<file path="config.mk">
export PLATFORM = sky130hd
export DESIGN_NAME = scan_readout
export DESIGN_NICKNAME = d
export VERILOG_FILES = /design/src/rtl/scan_readout.sv
export SDC_FILE = /design/constraint.sdc
export NUM_CORES = 1
export LEC_CHECK = 0
export CAP_MARGIN = 15
export CORE_MARGIN = 2
export CORE_UTILIZATION = 56
export CTS_BUF_LIST = sky130_fd_sc_hd__clkbuf_8
export DETAILED_ROUTE_END_ITERATION = 8
export HOLD_SLACK_MARGIN = 0.06
export MAX_ROUTING_LAYER = met4
export PLACE_DENSITY = 0.85
export RECOVER_POWER = 50
export SLEW_MARGIN = 15
export SYNTH_ARGS = -nofsm -noshare
export SYNTH_HDL_FRONTEND = slang
export SYNTH_SLANG_ARGS = --single-unit
</file>
<file path="constraint.sdc">
create_clock -name clk -period 1.75 [get_ports clk]
set_input_delay 0.525 -clock clk [delete_from_list [all_inputs] [get_ports clk]]
set_output_delay 0.525 -clock clk [all_outputs]
set_load 0.01 [all_outputs]
</file>
<file path="src/rtl/scan_readout.sv">
// Debug scan readout: captures a parallel snapshot and streams it LSB first over a REQ/ACK/NEXT handshake.
// Optional even-parity trailer bit enabled by defining SCAN_READOUT_PARITY_EN.
module scan_readout #(
    parameter int unsigned WIDTH = 16
) (
    input  logic             clk,
    input  logic             rst,
    input  logic [WIDTH-1:0] data,
    input  logic             req,
    input  logic             next,
    output logic             sdo,
    output logic             sdo_valid,
    output logic             busy,
    output logic             ack
);

`ifdef SCAN_READOUT_PARITY_EN
    localparam int unsigned FRAME_LEN = WIDTH + 1;
`else
    localparam int unsigned FRAME_LEN = WIDTH;
`endif
    localparam int unsigned CNT_W = $clog2(FRAME_LEN + 1);

    localparam logic [1:0] ST_IDLE  = 2'd0;
    localparam logic [1:0] ST_SHIFT = 2'd1;
    localparam logic [1:0] ST_DONE  = 2'd2;

    logic [1:0]           state, state_d;
    logic [FRAME_LEN-1:0] sreg, sreg_d;
    logic [CNT_W-1:0]     cnt, cnt_d;
    logic [FRAME_LEN-1:0] load_val;
    logic                 sdo_d, sdo_valid_d, busy_d, ack_d;

    // Frame image taken at capture; parity (when present) rides above the MSB.
`ifdef SCAN_READOUT_PARITY_EN
    assign load_val = {^data, data};
`else
    assign load_val = data;
`endif

    always_ff @(posedge clk or posedge rst) begin
        if (rst) begin
            state     <= ST_IDLE;
            sreg      <= '0;
            cnt       <= '0;
            sdo       <= 1'b0;
            sdo_valid <= 1'b0;
            busy      <= 1'b0;
            ack       <= 1'b0;
        end else begin
            state     <= state_d;
            sreg      <= sreg_d;
            cnt       <= cnt_d;
            sdo       <= sdo_d;
            sdo_valid <= sdo_valid_d;
            busy      <= busy_d;
            ack       <= ack_d;
        end
    end

    // Next-state logic; outputs are decoded from the next state so they register with it.
    always_comb begin
        state_d = state;
        sreg_d  = sreg;
        cnt_d   = cnt;
        unique case (state)
            ST_IDLE: begin
                if (req) begin
                    sreg_d  = load_val;
                    cnt_d   = '0;
                    state_d = ST_SHIFT;
                end
            end
            ST_SHIFT: begin
                if (!req) begin
                    // abort wins over a simultaneous strobe; partial frame is dropped
                    sreg_d  = '0;
                    cnt_d   = '0;
                    state_d = ST_IDLE;
                end else if (next) begin
                    sreg_d = sreg >> 1;
                    cnt_d  = cnt + CNT_W'(1);
                    if (cnt == CNT_W'(FRAME_LEN - 1)) begin
                        state_d = ST_DONE;
                    end
                end
            end
            ST_DONE: begin
                if (!req) begin
                    sreg_d  = '0;
                    cnt_d   = '0;
                    state_d = ST_IDLE;
                end
            end
            default: begin
                sreg_d  = '0;
                cnt_d   = '0;
                state_d = ST_IDLE;
            end
        endcase

        sdo_valid_d = (state_d == ST_SHIFT);
        busy_d      = (state_d == ST_SHIFT);
        ack_d       = (state_d == ST_DONE);
        sdo_d       = (state_d == ST_SHIFT) ? sreg_d[0] : 1'b0;
    end

endmodule

</file>
==> impl_metrics.py <==
metrics = {
    "critical_path": {
        "critPathKind": "reg -> out",
        "critPathArrivalTime_ns": 1.17,
        "cp_top_family": "buffers and inverters",
        "start_kind": "register",
        "cp_slowest_cell": "clkdlybuf4s50_1",
        "worstPathCellList": "clkdlybuf4s50_1",
        "crit_buf_inv": 1,
        "path_max_fanout": 2,
        "cp_data_required_time_ns": 1.22,
        "max_stage_delay_ns": 0.54,
        "crit_path_end_kind": "output pin",
    },
    "power": {
        "p_per_area_mw_per_mm2": 667,
        "peakVddDrop_v": 0.000569,
        "power.leakage_nw": 0.771,
    },
    "global_routing": {
        "antenna_found_initial": 0,
        "grt_max_degree": 59,
        "grt_pass1_vias": 1439,
        "grt_pass1_wl_um": 6800,
        "grt_util_all_layers_pct": 26.4,
        "grt_overflow": 0,
    },
    "synthesis": {
        "ys_top_cells_by_area": "dfrtp_1, a31oi_1, nor2b_1, nor4b_1, o211ai_1",
        "synthArstFlopShare_pct": 100,
        "synth-warning-count": 0,
        "synth_edf_count": 0,
        "synth_seq_cells": 26,
        "avgSynthCellArea_um2": 9.08,
        "synth.cell_area_mm2": 0.00168,
        "synth_top_area_share_pct": 38.7,
        "synth_cells": 185,
        "ys_seq_area_share_pct": 38.7,
        "ys_top_cells_by_count": "a31oi_1, dfrtp_1, nor2b_1",
        "synthDistinctLibCells": 33,
        "synth_nets": 207,
        "synth_most_common_cell": "a31oi_1",
        "yosysTopAreaCell": "dfrtp_1",
        "ys.flop_type": "dfrtp_1",
    },
    "place": {
        "post-place-ws_ns": -0.211,
        "gp_congestion": 0.802,
        "post_dp_cell_area_mm2": 0.00193,
        "dp_hpwl_um": 2550,
        "dp.cells": 230,
        "portBuffers": 23,
    },
    "drt": {
        "drc_errors": 2,
        "ant_nets": 0,
        "wirelength_um": 4010,
        "via_per_inst": 6.44,
        "drt_iter0_markers": 113,
        "route.vias.total": 1506,
        "drt-wirelength-per-cell_um": 17.1,
        "first_pass_iters": 7,
    },
    "final_layout": {
        "design_area_mm2": 0.00198,
        "area.growth.synth_to_final_pct": 18.2,
        "multi_input_area_um2": 903,
        "nets": 226,
        "layoutNonFillerInstCount": 234,
        "antennaDiodeCount": 0,
        "register_area_um2": 651,
        "drive_gt1_share_pct": 10.3,
        "n_fill_cell": 230,
    },
    "timing": {
        "fin_crit_sh_pct": 97.1,
        "max_freq_mhz": 588,
        "relSlewSlack_pct": 50.6,
        "rsz0062_at_grt": "no",
        "period_needed_ns": 1.70,
        "setup_violations": 0,
        "hold_viol_final": 0,
        "slew_viol_final": 0,
        "clock-skew-final_ns": 0.00466,
        "worstMarginPinSlew_ns": 0.738,
        "fin_ws_ns": 0.0504,
    },
    "floorplan": {
        "die-area_mm2": 0.00345,
        "io_pins": 24,
        "core_area_mm2": 0.00281,
        "fp.dieW_um": 58.8,
        "num_rows": 19,
        "die_height_um": 58.8,
        "start_util_pct": 59.9,
    },
    "outcome": {
        "violations": "design-rule violations",
        "outcome": "complete, but fails checks",
    },
    "flow_run": {
        "maxCapViolations": 0,
    },
    "worst_hold_path": {
        "min_path_type": "reg -> reg",
    },
    "cts": {
        "root_buffer": "clkbuf_8",
        "cts_hold_buf": 0,
        "cts_made_buffers": 3,
        "htree_levels": 1,
        "cts.reportedPaths.clkPinSlew_ns": 0.09,
        "clk_latency_ns": 0.27,
        "cts_tree": "yes",
        "clock_sinks": 26,
        "clockBufferDepth": 2,
    },
}
## timing repair
item / CTS / global route
endpoints found under the setup margin: 14 / 10
setup buffers: 0 / 0
gates resized for setup: 1 / 1
## registers in the layout, indices dropped and copies added (netlist names)
register	count
busy	1
cnt	5
state	2
ack	1
sreg	16
sdo	1
## cells in the final DEF, fill, tap and decap left out, drive strengths merged
cell type | Yosys | layout
a221oi | 1 | 1
a31oi | 30 | 30
a32oi | 1 | 1
and2 | 1 | 1
and3 | 1 | 1
and3b | 2 | 2
and4b | 1 | 1
and4bb | 1 | 1
buf | 20 | 12
clkbuf | 2 | 5
clkdlybuf4s50 | 0 | 22
dfrtp | 26 | 26
dlygate4sd3 | 0 | 1
ha | 2 | 2
inv | 2 | 2
mux2 | 1 | 1
mux2i | 2 | 2
nand2 | 19 | 19
nand2b | 1 | 1
nand3 | 1 | 1
nand3b | 2 | 2
nand4 | 1 | 1
nor2 | 2 | 2
nor2b | 20 | 20
nor3 | 1 | 1
nor3b | 1 | 1
nor4b | 14 | 14
o211ai | 16 | 16
o21a | 3 | 3
o21ai | 9 | 9
xor2 | 2 | 2
## per-stage QoR
step / utilization, % / hold slack, ns / total power [mW] / TNS, ns
floorplan: - / 0.500 / 0.838 / 0
global placement: 68.6 / 0.516 / 0.923 / -1.79
detailed placement: 68.6 / 0.531 / 0.935 / -3.12
CTS: 70.7 / 0.556 / 1.33 / 0
global route: 70.7 / 0.578 / 1.38 / 0
finish: 70.7 / 0.556 / 1.32 / 0
## power by group
| part | switching (mW) | internal (mW) |
|---|---|---|
| registers | 0.0405 | 0.641 |
| clock network | 0.195 | 0.201 |
| logic | 0.119 | 0.127 |
## layout make-up
type	instances	share of cell area (%)
clock buffers	4	2.77
inverters	2	0.378
multi-input cells	135	45.5
flip-flops and latches	26	32.8
well taps	31	1.95
repair buffers	36	16.6
## per-layer routing
layer / vias to the layer above / track usage, % / wire [µm]
li1: 728 / - / -
met1: 719 / 36.3 / 1780
met2: 53 / 41.0 / 1960
met3: 6 / 3.08 / 223
met4: 0 / 8.12 / 41
met5: - / - / 0
## cells by family after synthesis
| family | share of synthesized area, % |
|---|---|
| simple gates | 25.3 |
| compound gates | 23.8 |
| flops | 38.7 |
| buf+inv | 7.60 |
| mux | 2.09 |
| xor+xnor | 1.04 |
| fa+ha+maj | 1.49 |
## path summary, 6_finish.rpt
path | from | endpoint | slack (ns) | depth (start not counted)
max | busy | sdo_valid | 0.05 | 1
min | sreg[8] | sreg[8] | 0.56 | 2
max reg2reg | state[0] | sreg[6] | 0.13 | 5
min reg2reg | sreg[8] | sreg[8] | 0.56 | 2
max in group asynchronous | rst | sreg[1] | 0.45 | 3
min in group asynchronous | rst | cnt[2] | 0.86 | 3
Note: power is estimated with default switching activity, not from simulation.
